--- src/rtl/press_pulse_gen.sv ---
// rtl/press_pulse_gen.sv - push-button synchronizer, debouncer and press/double/long pulse generator
module press_pulse_gen #(
    parameter int SYNC_STAGES     = 2,
    parameter int DEBOUNCE_CYCLES = 8,
    parameter int LONG_CYCLES     = 32,
    parameter int DBL_WINDOW      = 20,
    parameter int CNT_W           = 8
) (
    input  logic clk,
    input  logic rst,
    input  logic btn_raw,
    output logic btn_level,
    output logic press,
    output logic dbl_press,
    output logic long_press
);

    localparam logic [2:0] S_IDLE  = 3'd0;
    localparam logic [2:0] S_HELD  = 3'd1;
    localparam logic [2:0] S_LONG  = 3'd2;
    localparam logic [2:0] S_WAIT2 = 3'd3;
    localparam logic [2:0] S_HELD2 = 3'd4;

    localparam logic [CNT_W-1:0] DEB_LAST  = CNT_W'(DEBOUNCE_CYCLES - 1);
    localparam logic [CNT_W-1:0] LONG_LAST = CNT_W'(LONG_CYCLES - 1);
    localparam logic [CNT_W-1:0] DBL_LAST  = CNT_W'(DBL_WINDOW - 1);

    logic [SYNC_STAGES-1:0] sync_q, sync_d;
    logic [CNT_W-1:0]       deb_cnt_q, deb_cnt_d;
    logic                   btn_level_q, btn_level_d;
    logic                   btn_level_dly_q, btn_level_dly_d;
    logic [2:0]             state_q, state_d;
    logic [CNT_W-1:0]       hold_cnt_q, hold_cnt_d;
    logic [CNT_W-1:0]       gap_cnt_q, gap_cnt_d;
    logic                   press_q, press_d;
    logic                   dbl_q, dbl_d;
    logic                   long_q, long_d;

    logic btn_s;
    logic rise;
    logic fall;

    assign btn_s = sync_q[SYNC_STAGES-1];
    assign rise  = btn_level_q & ~btn_level_dly_q;
    assign fall  = ~btn_level_q & btn_level_dly_q;

    always_comb begin
        sync_d          = {sync_q[SYNC_STAGES-2:0], btn_raw};
        btn_level_d     = btn_level_q;
        btn_level_dly_d = btn_level_q;
        deb_cnt_d       = '0;
        if (btn_s != btn_level_q) begin
            if (deb_cnt_q == DEB_LAST) begin
                btn_level_d = btn_s;
            end else begin
                deb_cnt_d = deb_cnt_q + CNT_W'(1);
            end
        end
    end

    // Counters are cleared whenever the state changes so each state starts its own count.
    always_comb begin
        state_d    = state_q;
        hold_cnt_d = hold_cnt_q;
        gap_cnt_d  = gap_cnt_q;
        press_d    = 1'b0;
        dbl_d      = 1'b0;
        long_d     = 1'b0;
        case (state_q)
            S_IDLE: begin
                if (rise) begin
                    state_d = S_HELD;
                    press_d = 1'b1;
                end
            end
            S_HELD: begin
                if (hold_cnt_q == LONG_LAST) begin
                    state_d = S_LONG;
                    long_d  = 1'b1;
                end else if (fall) begin
                    state_d = S_WAIT2;
                end else begin
                    hold_cnt_d = hold_cnt_q + CNT_W'(1);
                end
            end
            S_LONG: begin
                // Level rather than edge, so a release coinciding with the long qualification still exits.
                if (!btn_level_q) begin
                    state_d = S_IDLE;
                end
            end
            S_WAIT2: begin
                if (rise) begin
                    state_d = S_HELD2;
                    press_d = 1'b1;
                    dbl_d   = 1'b1;
                end else if (gap_cnt_q == DBL_LAST) begin
                    state_d = S_IDLE;
                end else begin
                    gap_cnt_d = gap_cnt_q + CNT_W'(1);
                end
            end
            S_HELD2: begin
                if (fall) begin
                    state_d = S_IDLE;
                end
            end
            default: begin
                state_d = S_IDLE;
            end
        endcase
        if (state_d != state_q) begin
            hold_cnt_d = '0;
            gap_cnt_d  = '0;
        end
    end

    always_ff @(posedge clk or posedge rst) begin
        if (rst) begin
            sync_q          <= '0;
            deb_cnt_q       <= '0;
            btn_level_q     <= 1'b0;
            btn_level_dly_q <= 1'b0;
            state_q         <= S_IDLE;
            hold_cnt_q      <= '0;
            gap_cnt_q       <= '0;
            press_q         <= 1'b0;
            dbl_q           <= 1'b0;
            long_q          <= 1'b0;
        end else begin
            sync_q          <= sync_d;
            deb_cnt_q       <= deb_cnt_d;
            btn_level_q     <= btn_level_d;
            btn_level_dly_q <= btn_level_dly_d;
            state_q         <= state_d;
            hold_cnt_q      <= hold_cnt_d;
            gap_cnt_q       <= gap_cnt_d;
            press_q         <= press_d;
            dbl_q           <= dbl_d;
            long_q          <= long_d;
        end
    end

    assign btn_level  = btn_level_q;
    assign press      = press_q;
    assign dbl_press  = dbl_q;
    assign long_press = long_q;

endmodule

--- config.mk ---
export PLATFORM = sky130hd
export DESIGN_NAME = press_pulse_gen
export DESIGN_NICKNAME = d
export VERILOG_FILES = /design/src/rtl/press_pulse_gen.sv
export SDC_FILE = /design/constraint.sdc
export NUM_CORES = 1
export LEC_CHECK = 0
export BUFFER_PORTS_ARGS = -buffer_cell sky130_fd_sc_hd__clkbuf_2
export CAP_MARGIN = 15
export CORE_MARGIN = 5
export CORE_UTILIZATION = 55
export CTS_CLUSTER_SIZE = 10
export DETAILED_ROUTE_END_ITERATION = 6
export HOLD_SLACK_MARGIN = 0.06
export PLACE_DENSITY = 0.72
export RECOVER_POWER = 100
export SYNTH_ARGS = -nofsm -noshare
export SYNTH_HDL_FRONTEND = slang
export SYNTH_SLANG_ARGS = --single-unit
--- constraint.sdc ---
create_clock -name clk -period 3.9 [get_ports clk]
set_clock_uncertainty 0.2 [all_clocks]
set_input_delay 0.195 -clock clk [delete_from_list [all_inputs] [get_ports clk]]
set_output_delay 0.195 -clock clk [all_outputs]
set_load 0.005 [all_outputs]
==> impl_metrics.csv, run 1 <==
group,metric,value,unit
run_status,status,"complete, but fails checks",
run_status,violations,"max-capacitance violations, max-slew violations",
critical_path,worstPathCellList,"ha_1 -> and4_1 -> nand2_1 -> a31o_2 -> o21bai_1 -> nor3_1",
route,wl,3.01,mm
clock_network,cts_tree,"done",
flow_run,cap_violations,1,
place,port-buffer-count,6,
clock_network,cts-root-buf,"clkbuf_4",
yosys,synthArstFlopShare,100,%
critical_path,cp.arrival,2.62,ns
critical_path,worst_setup_path_start_kind,"flop",
place,preCtsSetupSlack,1.79,ns
global_routing,grt_pass1_wl,5.53,mm
place,place.gp.congestion,0.767,
layout,final_cells,208,
layout,nNetsFinal,180,
power,p_int,660,uW
power,seqPwrFrac,46.1,%
power,power_frac_clock,23.7,%
yosys,synth_nets,169,
clock_network,htree_levels,2,
power,combPwrFrac,30.2,%
floorplanning,die_y,65.7,um
global_routing,top_usage_layer,"met2",
sta,post-route-period-util,67.7,%
critical_path,cpPeakStageDelay,0.75,ns
sta,setup_viol,0,
global_routing,grt-ovfl-total,0,
layout,seqCellArea,851,um2
critical_path,crit_buf_inv,0,
critical_path,path_max_fanout,13,
yosys,yosysSeqAreaShare,49.9,%
floorplanning,num_rows,20,
sta,fin_hold_ws,0.156,ns
critical_path,crit_family,"compound AO/OA/AOI/OAI gates",
yosys,synth.distinct_cells,39,
yosys,netlist_area,1710,um2
sta,setup-tns-final,0,ns
layout,most-common-layout-cells,"34 x dfrtp_1, 23 x nor2_1, 17 x xor2_1",
power,power_density,583,nW/um2
route,ant_nets,0,
layout,drive_above_1_share,12.6,%
layout,multi_input_area,796,um2
sta,final_max_slew_viol_count,35,
place,dp_hpwl,2.09,mm
route,first_pass_iters,4,
floorplanning,coreArea,3000,um2
yosys,synth_edf_count,0,
global_routing,grt_max_degree,35,
power,vdd_drop_max,0.000305,V
critical_path,end_kind,"flop",
route,drc,0,
sta,finalWorstSetupSlack,1.26,ns
route,vias,1211,
power,swShare,38.0,%
route,wl_per_cell,14.5,um
power,leakage,0.862,nW
floorplanning,initial_core_util,56.8,%
global_routing,use_met3,6.50,%
global_routing,gr-usage-met2,25.8,%
clock_network,clkTransAtPathRegs,0.09,ns
critical_path,cp_slowest_cell,"o21bai_1",
yosys,synth_ff_type,"dfrtp_1",
clock_network,cts_buffer_depth,2,
clock_network,numClockSinks,34,
sta,fmax,0.379,GHz
global_routing,grt_use_met1,21.2,%
yosys,yosys_warnings,0,
layout,fill_cells,275,
yosys,synth_seq_cells,34,
sta,rsz0062_at_grt,"no",
hold_path,min_path_type,"reg -> reg",
layout,area_growth,7.04,%
clock_network,clk_latency,0.34,ns
global_routing,first_global_vias,1223,
layout,antenna_cells,0,
clock_network,cts-resized-gates,0,
sta,tightest_slew,1.77,ns
layout,final_cell_area,1830,um2
floorplanning,die_x,65.7,um
floorplanning,pin_count,7,
global_routing,grt_use_total,16.9,%
layout,layout.cells.most_common,"dfrtp_1",
route,viasPerCell,5.82,
yosys,syn_inst,163,
power,p_sw,405,uW
critical_path,r2r_slack,1.26,ns
global_routing,antenna_found_initial,0,
place,placed_area,1750,um2
sta,slew_headroom,-18.2,%
floorplanning,die-area,4320,um2
place,dp.cells,198,
critical_path,cp.required,3.88,ns
sta,finalHoldViolations,0,
critical_path,critical_path_class,"reg -> reg",
route,drt_iter0_drc,68,
yosys,synth.avg_cell_area,10.5,um2
sta,finalCriticalPeriod,2.64,ns
clock_network,cts_buffers,5,
==> cell type report <==
| cell class | instances | area share (%) |
|---|---|---|
| repair buffers | 9 | 2.95 |
| flip-flops and latches | 34 | 46.6 |
| well taps | 33 | 2.26 |
| inverters | 2 | 0.411 |
| multi-input cells | 122 | 43.6 |
| clock inverters | 3 | 2.19 |
| clock buffers | 5 | 2.05 |
==> final timing paths <==
kind	depth (start not counted)	endpoint	start
min in group asynchronous	4	deb_cnt_q[5]$_DFF_PP0_	rst
hold reg to reg	0	sync_q[1]$_DFF_PP0_	sync_q[0]$_DFF_PP0_
setup reg to reg	6	hold_cnt_q[4]$_DFFE_PP0P_	hold_cnt_q[0]$_DFFE_PP0P_
hold / removal	0	sync_q[1]$_DFF_PP0_	sync_q[0]$_DFF_PP0_
setup / recovery	6	hold_cnt_q[4]$_DFFE_PP0P_	hold_cnt_q[0]$_DFFE_PP0P_
max in group asynchronous	4	gap_cnt_q[1]$_DFFE_PP0P_	rst
==> state kept, by name, indices dropped and copies added (netlist names) <==
signal / flops
btn_level: 1
long_press: 1
hold_cnt_q: 8
gap_cnt_q: 8
state_q: 3
sync_q: 2
btn_level_dly_q: 1
deb_cnt_q: 8
dbl_press: 1
press: 1
==> per-stage QoR <==
| step | utilization, % | power, mW |
|---|---|---|
| floorplan | - | 0.782 |
| global placement | 58.3 | 0.816 |
| detailed placement | 58.3 | 0.830 |
| CTS | 61.5 | 1.09 |
| global route | 60.8 | 1.15 |
| finish | 60.8 | 1.06 |
==> per-layer routing <==
metal | vias up | share of wire [%]
met5 | - | 0
met4 | 0 | 1.6
met3 | 6 | 3.9
met2 | 21 | 47
met1 | 588 | 48
li1 | 596 | -
==> synth_stat cells, types with 2 or more instances <==
| cell | number | area share, % |
|---|---|---|
| xnor2_1 | 2 | 1.0 |
| nor4b_1 | 2 | 1.0 |
| nand3_1 | 13 | 3.8 |
| nand4_1 | 3 | 1.1 |
| ha_1 | 3 | 2.2 |
| a31o_2 | 2 | 1.0 |
| nand2_1 | 6 | 1.3 |
| nand4b_1 | 2 | 1.0 |
| dfrtp_1 | 34 | 50 |
| nor2b_1 | 2 | 0.73 |
| mux2i_1 | 2 | 1.2 |
| nor2_1 | 23 | 5.1 |
| and3_1 | 7 | 2.6 |
| a21oi_1 | 5 | 1.5 |
| nor3_1 | 7 | 2.1 |
| a22oi_1 | 2 | 0.88 |
| nand2b_1 | 3 | 1.1 |
| buf_4 | 2 | 0.88 |
| o21ai_0 | 4 | 1.2 |
| buf_2 | 2 | 0.59 |
| inv_1 | 2 | 0.44 |
| xor2_1 | 17 | 8.7 |
| nor4_2 | 2 | 1.5 |
==> cells by family (layout without fill, tap and decap cells) <==
logic type | after synthesis | in the layout | synth area share (%)
adders and majority gates | 3 | 3 | 2.20
and+or+nand+nor | 80 | 80 | 26.8
muxes | 3 | 3 | 1.83
DFF | 34 | 34 | 49.9
buffers and inverters | 7 | 19 | 2.57
AOI/OAI and AO/OA | 17 | 17 | 7.04
xor gates and xnor gates | 19 | 19 | 9.75
==> power groups by stage <==
stage                     combinational [mW]  clock (mW)  sequential [mW]
final                                  0.322       0.252            0.491
after global routing                   0.371       0.279            0.502
after CTS                              0.341       0.260            0.489
after detailed placement               0.335           0            0.495
after global placement                 0.325           0            0.491
after floorplan                        0.335           0            0.447
==> timing repair <==
item,in CTS,in global routing
hold buffers,2,0
setup buffers,0,0
endpoints found under the setup margin,0,0
endpoints found under the hold margin,35,0
Note: power is estimated with default switching activity, not from simulation.
==> inputs of run 2 (changes only) <==
--- a/config.mk
+++ b/config.mk
@@ -8,11 +8,11 @@
 export BUFFER_PORTS_ARGS = -buffer_cell sky130_fd_sc_hd__clkbuf_2
 export CAP_MARGIN = 15
 export CORE_MARGIN = 5
-export CORE_UTILIZATION = 55
+export CORE_UTILIZATION = 54
 export CTS_CLUSTER_SIZE = 10
 export DETAILED_ROUTE_END_ITERATION = 6
 export HOLD_SLACK_MARGIN = 0.06
-export PLACE_DENSITY = 0.72
+export PLACE_DENSITY = 0.74
 export RECOVER_POWER = 100
 export SYNTH_ARGS = -nofsm -noshare
 export SYNTH_HDL_FRONTEND = slang
==> constraint.sdc (replaced) <==
create_clock -name clk -period 2.3 [get_ports clk]
set_clock_uncertainty 0.2 [all_clocks]
set_input_delay 0.115 -clock clk [delete_from_list [all_inputs] [get_ports clk]]
set_output_delay 0.115 -clock clk [all_outputs]
set_load 0.005 [all_outputs]
==> run 2 against run 1 <==
The run now ends clean. Combinational power grew 76%. Fmax grew 24%. Via count grew 2.5%. Hold slack lost 0.00058 ns. Critical path type unchanged. Highest routed layer unchanged. Flip-flop and latch count is the same. Worst setup slack lost 1.1 ns. Global-route usage grew 0.41 points. Clock power grew 39%.
==> impl_metrics.csv, run 2 (synthesis gave the netlist of run 1 again) <==
group,metric,value,unit
global_routing,grt_use_total,17.3,%
sta,rsz0062_at_grt,"no",
route,vias,1241,
route,wl,3.12,mm
clock_network,clkTransAtPathRegs,0.11,ns
critical_path,critical_path_class,"reg -> reg",
route,ant_nets,0,
route,wl_per_cell,14.2,um
critical_path,cp.required,2.32,ns
place,dp_hpwl,2.16,mm
clock_network,post_cts_buffers,0,
layout,drive_above_1_share,13.7,%
global_routing,first_global_vias,1207,
clock_network,cts_buffers,5,
run_status,status,"finished, final reports clean",
sta,tightest_slew,0.816,ns
sta,finalHoldViolations,0,
power,power_density,950,nW/um2
clock_network,cts-resized-gates,0,
power,power_frac_clock,20.1,%
floorplanning,die_x,66.2,um
power,swShare,39.3,%
floorplanning,pin_count,7,
global_routing,grt_max_degree,35,
clock_network,cts_buffer_depth,2,
sta,slew_headroom,45.6,%
clock_network,cts_tree,"done",
floorplanning,coreArea,3050,um2
floorplanning,initial_core_util,55.9,%
global_routing,antenna_found_initial,0,
global_routing,use_met3,6.46,%
sta,post-route-period-util,92.8,%
clock_network,clk_latency,0.35,ns
layout,nNetsFinal,180,
clock_network,htree_levels,2,
power,leakage,0.857,nW
critical_path,cp.arrival,2.15,ns
route,viasPerCell,5.67,
critical_path,worst_setup_path_start_kind,"flop",
hold_path,min_path_type,"reg -> reg",
power,seqPwrFrac,47.5,%
route,first_pass_iters,4,
power,p_total,1.75,mW
sta,setup-tns-final,0,ns
flow_run,cap_violations,0,
power,vdd_drop_max,0.000339,V
critical_path,end_kind,"flop",
place,port-buffer-count,6,
global_routing,grt_pass1_wl,5.66,mm
layout,most-common-layout-cells,"34 x dfrtp_1, 23 x nor2_1, 17 x xor2_1",
sta,fmax,0.468,GHz
sta,final_max_slew_viol_count,0,
power,combPwrFrac,32.4,%
power,p_int,1.06,mW
global_routing,grt-ovfl-total,0,
route,drc,0,
layout,fin_util,60.2,%
sta,setup_viol,0,
sta,finalCriticalPeriod,2.13,ns
place,placed_area,1760,um2
layout,final_cell_area,1840,um2
global_routing,grt_use_met1,23.9,%
place,place.gp.congestion,0.850,
layout,layout.cells.most_common,"dfrtp_1",
layout,area_growth,7.77,%
power,p_sw,686,uW
layout,antenna_cells,0,
floorplanning,die_y,66.2,um
global_routing,top_usage_layer,"met1",
floorplanning,die-area,4380,um2
critical_path,path_max_fanout,13,
route,drt_iter0_drc,104,
clock_network,numClockSinks,34,
global_routing,gr-usage-met2,22.8,%
layout,reg_top3,"deb_cnt_q (8), gap_cnt_q (8), hold_cnt_q (8)",
floorplanning,num_rows,20,
clock_network,cts-root-buf,"clkbuf_4",
## run 2: worst paths after layout
check | start | end | slack (ns) | cells past startpoint
hold / removal | sync_q[0]$_DFF_PP0_ | sync_q[1]$_DFF_PP0_ | 0.16 | 0
max in group asynchronous | rst | gap_cnt_q[4]$_DFFE_PP0P_ | 1.06 | 4
setup / recovery | hold_cnt_q[0]$_DFFE_PP0P_ | gap_cnt_q[3]$_DFFE_PP0P_ | 0.17 | 6
min in group asynchronous | rst | hold_cnt_q[0]$_DFFE_PP0P_ | 0.32 | 4
hold reg to reg | sync_q[0]$_DFF_PP0_ | sync_q[1]$_DFF_PP0_ | 0.16 | 0
setup reg to reg | hold_cnt_q[0]$_DFFE_PP0P_ | gap_cnt_q[3]$_DFFE_PP0P_ | 0.17 | 6
## run 2: final cells by class
type / instances / area [um2]
clock inverters: 1 / 5.00
clock buffers: 7 / 55.1
fillers: 266 / 1210
multi-input cells: 122 / 812
inverters: 2 / 7.51
repair buffers: 9 / 53.8
well taps: 44 / 55.1
flip-flops and latches: 34 / 851
## run 2: power groups by stage
stage	Combinational (mW)	Sequential, mW	Clock (mW)
6_report	0.566	0.830	0.351
5_1_grt	0.651	0.855	0.394
4_1_cts	0.571	0.830	0.367
3_5_place_dp	0.566	0.843	0
3_3_place_gp	0.553	0.833	0
2_1_floorplan	0.569	0.757	0
## run 2: timing repair
item	in CTS	in global routing
hold buffers	2	0
endpoints found under the hold margin	35	0
endpoints found under the setup margin	0	0
## run 2: per-stage QoR
stage	setup WS, ns	std cells	hold slack (ns)
global placement	0.303	209	0.000892
finish	0.165	219	0.155
CTS	0.170	219	0.160
global route	0.0227	219	0.181
floorplan	0.425	163	-0.0536
detailed placement	0.208	209	0.00748
## run 2: metal layers
| layer | wire [um] | share of wire (%) |
|---|---|---|
| met5 | 0 | 0 |
| met2 | 1300 | 42 |
| met1 | 1560 | 50 |
| met4 | 78 | 2.5 |
| met3 | 176 | 5.7 |
## run 2: critical path, stage by stage, from the launching register on
cell and delay [ns]:
dfrtp_1 0.41, ha_1 0.25, and4_2 0.29, nand2_1 0.13, a31o_2 0.31, o21bai_4 0.30, nor2_1 0.10
